$ cat config.mk
export PLATFORM = sky130hd
export DESIGN_NAME = pb_seq_conditioner
export DESIGN_NICKNAME = d
export VERILOG_FILES = /design/src/rtl/pb_seq_conditioner.sv
export SDC_FILE = /design/constraint.sdc
export NUM_CORES = 1
export LEC_CHECK = 0
export CORE_ASPECT_RATIO = 0.75
export CORE_MARGIN = 2
export CORE_UTILIZATION = 35
export DETAILED_ROUTE_END_ITERATION = 7
export HOLD_SLACK_MARGIN = 0.06
export RECOVER_POWER = 100
export SKIP_CTS_REPAIR_TIMING = 1
export SLEW_MARGIN = 0
export SYNTH_ARGS = -nofsm -noshare
export SYNTH_HDL_FRONTEND = slang
export SYNTH_SLANG_ARGS = --single-unit
$ cat constraint.sdc
create_clock -name CLK_50 -period 2.3 [get_ports CLK_50]
set_input_delay 0.46 -clock CLK_50 [delete_from_list [all_inputs] [get_ports CLK_50]]
set_output_delay 0.46 -clock CLK_50 [all_outputs]
set_load 0.03 [all_outputs]
$ cat src/rtl/pb_seq_conditioner.sv
// pb_seq_conditioner: synchronise and debounce the two sequence-select keys
// and turn them into single-cycle step pulses with optional auto-repeat.
module pb_seq_conditioner #(
  parameter int unsigned DEBOUNCE_CYCLES = 500000,
  parameter int unsigned REPEAT_DELAY    = 25000000,
  parameter int unsigned REPEAT_RATE     = 5000000,
  parameter int unsigned CNT_W           = 25
) (
  input  logic CLK_50,
  input  logic reset,
  input  logic key_up_n,
  input  logic key_dn_n,
  input  logic repeat_en,
  output logic pb_seq_up,
  output logic pb_seq_dn,
  output logic pb_locked
);

  localparam logic [CNT_W-1:0] DB_LAST = CNT_W'(DEBOUNCE_CYCLES - 1);
  localparam logic [CNT_W-1:0] T_DELAY = CNT_W'(REPEAT_DELAY);
  localparam logic [CNT_W-1:0] T_RATE  = CNT_W'(REPEAT_RATE);
  localparam logic [CNT_W-1:0] T_ONE   = CNT_W'(1);

  typedef enum logic [1:0] {
    IDLE,
    HOLD_UP,
    HOLD_DN,
    LOCKOUT
  } state_e;

  // bit 0 = up key, bit 1 = down key; press/db are 1 when pressed
  logic [1:0]            meta_q, sync_q;
  logic [1:0]            press;
  logic [1:0]            db_q, db_d;
  logic [1:0]            dbp_q;
  logic [1:0]            rise;
  logic [1:0][CNT_W-1:0] cnt_q, cnt_d;

  state_e           state_q, state_d;
  logic [CNT_W-1:0] tmr_q, tmr_d;
  logic             up_q, up_d;
  logic             dn_q, dn_d;
  logic             lock_q;

  always_ff @(posedge CLK_50 or negedge reset) begin
    if (!reset) begin
      meta_q <= 2'b11;
      sync_q <= 2'b11;
    end else begin
      meta_q <= {key_dn_n, key_up_n};
      sync_q <= meta_q;
    end
  end

  assign press = ~sync_q;

  always_comb begin
    db_d  = db_q;
    cnt_d = '0;
    for (int i = 0; i < 2; i++) begin
      if (press[i] != db_q[i]) begin
        if (cnt_q[i] == DB_LAST) begin
          db_d[i] = ~db_q[i];
        end else begin
          cnt_d[i] = cnt_q[i] + T_ONE;
        end
      end
    end
  end

  always_ff @(posedge CLK_50 or negedge reset) begin
    if (!reset) begin
      db_q  <= 2'b00;
      dbp_q <= 2'b00;
      cnt_q <= '0;
    end else begin
      db_q  <= db_d;
      dbp_q <= db_q;
      cnt_q <= cnt_d;
    end
  end

  assign rise = db_q & ~dbp_q;

  always_comb begin
    state_d = state_q;
    tmr_d   = tmr_q;
    up_d    = 1'b0;
    dn_d    = 1'b0;
    unique case (state_q)
      IDLE: begin
        if ((rise[0] && db_q[1]) || (rise[1] && db_q[0])) begin
          state_d = LOCKOUT;
        end else if (rise[0]) begin
          up_d    = 1'b1;
          tmr_d   = T_DELAY;
          state_d = HOLD_UP;
        end else if (rise[1]) begin
          dn_d    = 1'b1;
          tmr_d   = T_DELAY;
          state_d = HOLD_DN;
        end
      end
      HOLD_UP: begin
        if (db_q[1]) begin
          state_d = LOCKOUT;
        end else if (!db_q[0]) begin
          state_d = IDLE;
        end else if (repeat_en) begin
          if (tmr_q == T_ONE) begin
            up_d  = 1'b1;
            tmr_d = T_RATE;
          end else if (tmr_q != '0) begin
            tmr_d = tmr_q - T_ONE;
          end
        end
      end
      HOLD_DN: begin
        if (db_q[0]) begin
          state_d = LOCKOUT;
        end else if (!db_q[1]) begin
          state_d = IDLE;
        end else if (repeat_en) begin
          if (tmr_q == T_ONE) begin
            dn_d  = 1'b1;
            tmr_d = T_RATE;
          end else if (tmr_q != '0) begin
            tmr_d = tmr_q - T_ONE;
          end
        end
      end
      LOCKOUT: begin
        // a key still held here must be re-pressed to step again
        if (db_q == 2'b00) begin
          state_d = IDLE;
        end
      end
    endcase
  end

  always_ff @(posedge CLK_50 or negedge reset) begin
    if (!reset) begin
      state_q <= IDLE;
      tmr_q   <= '0;
      up_q    <= 1'b0;
      dn_q    <= 1'b0;
      lock_q  <= 1'b0;
    end else begin
      state_q <= state_d;
      tmr_q   <= tmr_d;
      up_q    <= up_d;
      dn_q    <= dn_d;
      lock_q  <= (state_d == LOCKOUT);
    end
  end

  assign pb_seq_up = up_q;
  assign pb_seq_dn = dn_q;
  assign pb_locked = lock_q;

endmodule

==> out/metrics.cfg, run 1 <==
[placement]
place.gp.congestion = 0.883
preCtsSetupSlack_ns = -0.0249
numPlacedInstances = 711
place.port_buffers = 7
hpwl_um = 8100

[global_route]
grt_pass1_vias = 3937
grt_start_max_net_pins = 41
antenna_found_initial = 0
grt_pass1_wl_um = 19400
grt_usage = 0.162
overflow = 0

[drt]
post_drt_wl_per_cell_um = 16.2
drt_iter0_drc = 303
drc = 0
vias = 4040
drt-total-wl_um = 11800
dr.pass1.iters = 4
ant_nets = 0
vias_per_cell = 5.53

[yosys]
synthDistinctLibCells = 58
postSynthCellCount = 510
synthTopCellsByArea = dfrtp_1 44%, nor2_1 5.7%, xor2_1 4.4%
synth_warnings = 0
synthesis.nets = 524
avgSynthCellArea_um2 = 9.40
ys_ff_latch = 88
ys.flop_type = dfrtp_1
netlist_area_mm2 = 0.00479
synth-edff-count = 0
yosysTopAreaCellShare = 0.439
synth_largest_area_cell = dfrtp_1
yosysSeqAreaShare = 0.461
synth-async-reset-ratio = 1.00

[cells_and_area]
nets = 568
drive_gt1_frac = 0.159
finalNonFillerCells = 730
fillCellCount = 1263
antennaDiodeCount = 0
layout_common_cells = 84 x dfrtp_1, 73 x nor2_1, 37 x buf_4
mostFrequentLayoutCell = dfrtp_1
areaGrowthSynthToFinish_pct = 18.6

[critical_path]
worstSetupStartpointType = flop
max_stage_delay_ns = 0.54
reg2reg_slack_ns = 0.04
timing.rr.end = tmr_q[11]$_DFFE_PN0P_
crit_path_end_kind = flop
critical_path_required_ns = 2.58
cp.arrival_ns = 2.54
rr_worst_depth = 6
cpMaxStageDelayCell = or4_4
path_cells = or4_4, or2_4, buf_6, o31a_1, a2111oi_0, nand2b_1
critPathKind = reg2reg
cp_max_fo = 5
rr_startpoint = tmr_q[11]$_DFFE_PN0P_

[power_and_ir_drop]
power_density_mw_per_mm2 = 536
power_frac_comb = 0.025
intPower_uw = 2350
peakVddDrop_v = 0.000327
sequentialPowerShare = 0.516
switching_power_uw = 694
p_sw_frac = 0.228
clock_power_share = 0.459
power.leakage_uw = 0.00228

[timing]
final_max_slew_viol_count = 0
worst_pin_slew_ns = 0.990
rsz0062_at_grt = true
finalWorstSetupSlack_ns = 0.0423
setup_violations = 0
hold_violations = 0
min_period_ns = 2.26
fin_skew_ns = 0.0101
fin_crit_sh = 0.982
fmax_mhz = 443
relSlewSlack = 0.340

[clocking]
cts.sinks = 88
cts_tree = yes
clk_pin_slew_ns = 0.06
clock_latency_ns = 0.34
cts_buffers = 9
htreeDepth = 3
cts-root-buf = clkbuf_16
ctsLongestPathBuffers = 2

[floorplan]
dieArea_mm2 = 0.0147
die_h_um = 105
core.rowCount = 36
ioPinCount = 8
dieWidth_um = 139
fp.coreArea_mm2 = 0.0132
initial_core_util = 0.363

[flow_run]
maxCapViolations = 0

[min_path]
hp-class = in2async

[outcome]
outcome = finished, final reports clean

routing by layer:
layer / global-route usage / vias up / routed length, µm
met5: 0 / - / 0
met4: 0.0462 / 0 / 115
met3: 0.0345 / 11 / 596
met2: 0.241 / 99 / 5090
met1: 0.239 / 1988 / 6030
li1: - / 1942 / -
per-stage QoR:
stage / setup TNS (ns) / power, µW / utilization / instance area (µm²) / hold slack [ns]
2_1_floorplan: 0 / 1630 / - / 4790 / 0.164
3_3_place_gp: -0.0164 / 1680 / 0.406 / 5360 / 0.347
3_5_place_dp: -0.0320 / 1680 / 0.406 / 5360 / 0.348
4_1_cts: -0.0717 / 3100 / 0.427 / 5640 / 0.107
5_1_grt: -0.0644 / 3170 / 0.431 / 5690 / 0.348
6_report: 0 / 3050 / 0.431 / 5690 / 0.270
critical path, delay by kind of cell (launching register included):
kind | cells | cell delay [ns]
and+or+nand+nor | 3 | 0.95
AOI/OAI and AO/OA | 2 | 0.74
buffers and inverters | 1 | 0.13
DFF | 1 | 0.38
sequential cells by signal, summed over array words and instances, names as in the netlist:
signal	cells
pb_seq_up	1
pb_seq_dn	1
sync_q	2
state_q	2
meta_q	2
dbp_q	2
db_q	2
tmr_q	25
pb_locked	1
cnt_q	50
cell usage after synthesis (6+ instances only):
| cell type | n |
|---|---|
| nor2_1 | 73 |
| clkbuf_1 | 20 |
| inv_1 | 21 |
| nor4_1 | 17 |
| o21ai_0 | 9 |
| nor3_1 | 21 |
| and3_1 | 6 |
| a22o_1 | 10 |
| o211ai_1 | 15 |
| a21oi_1 | 11 |
| ha_1 | 9 |
| or3_1 | 6 |
| nand4_1 | 19 |
| o41ai_1 | 6 |
| and4_1 | 7 |
| dfrtp_1 | 84 |
| nand2_1 | 30 |
| nand3_1 | 27 |
| xnor2_1 | 21 |
| xor2_1 | 24 |
layout make-up:
type	count	area, µm²	share of cell area
clock buffers	11	243	0.0427
clock inverters	5	40.0	0.00704
inverters	21	78.8	0.0139
multi-input cells	377	2470	0.434
flip-flops and latches	88	2210	0.388
well taps	171	214	0.0376
repair buffers	57	437	0.0768
how the worst max path moves through the flow:
stage                                from               endpoint  slack [ns]  cells past startpoint
floorplan           tmr_q[11]$_DFFE_PN0P_  tmr_q[22]$_DFFE_PN0P_        0.06                      6
global route        tmr_q[11]$_DFFE_PN0P_   tmr_q[5]$_DFFE_PN0P_       -0.03                      7
detailed placement  tmr_q[11]$_DFFE_PN0P_  tmr_q[22]$_DFFE_PN0P_       -0.02                      6
finish              tmr_q[11]$_DFFE_PN0P_  tmr_q[11]$_DFFE_PN0P_        0.04                      6
CTS                  state_q[0]$_DFF_PN0_   tmr_q[1]$_DFFE_PN0P_       -0.03                      5
global placement    tmr_q[11]$_DFFE_PN0P_  tmr_q[22]$_DFFE_PN0P_       -0.02                      6
cells by family (layout without fill, tap and decap cells):
logic type / Yosys count / count (layout) / share of synthesized area
XOR/XNOR: 45 / 45 / 0.0822
adder cells (fa/ha/maj): 9 / 9 / 0.0235
AND/OR/NAND/NOR: 236 / 236 / 0.257
buffers and inverters: 46 / 94 / 0.0392
AO/OA/AOI/OAI: 86 / 87 / 0.138
flip-flops: 88 / 88 / 0.461
power groups by stage:
| stage | clock network, µW | logic [µW] | registers [µW] |
|---|---|---|---|
| after floorplan | 0 | 30.0 | 1600 |
| after global placement | 0 | 82.4 | 1600 |
| after detailed placement | 0 | 84.2 | 1600 |
| after CTS | 1440 | 84.3 | 1570 |
| after global routing | 1510 | 89.0 | 1570 |
| final | 1400 | 75.0 | 1570 |
Power figures use the tool's default switching activity.
==> run 2, diff against run 1 <==
--- a/config.mk
+++ b/config.mk
@@ -5,6 +5,7 @@
 export SDC_FILE = /design/constraint.sdc
 export NUM_CORES = 1
 export LEC_CHECK = 0
+export CAP_MARGIN = 15
 export CORE_ASPECT_RATIO = 0.75
 export CORE_MARGIN = 2
 export CORE_UTILIZATION = 35
==> results of run 2 <==
Final layout, timing and power as in run 1 (identical DEF).
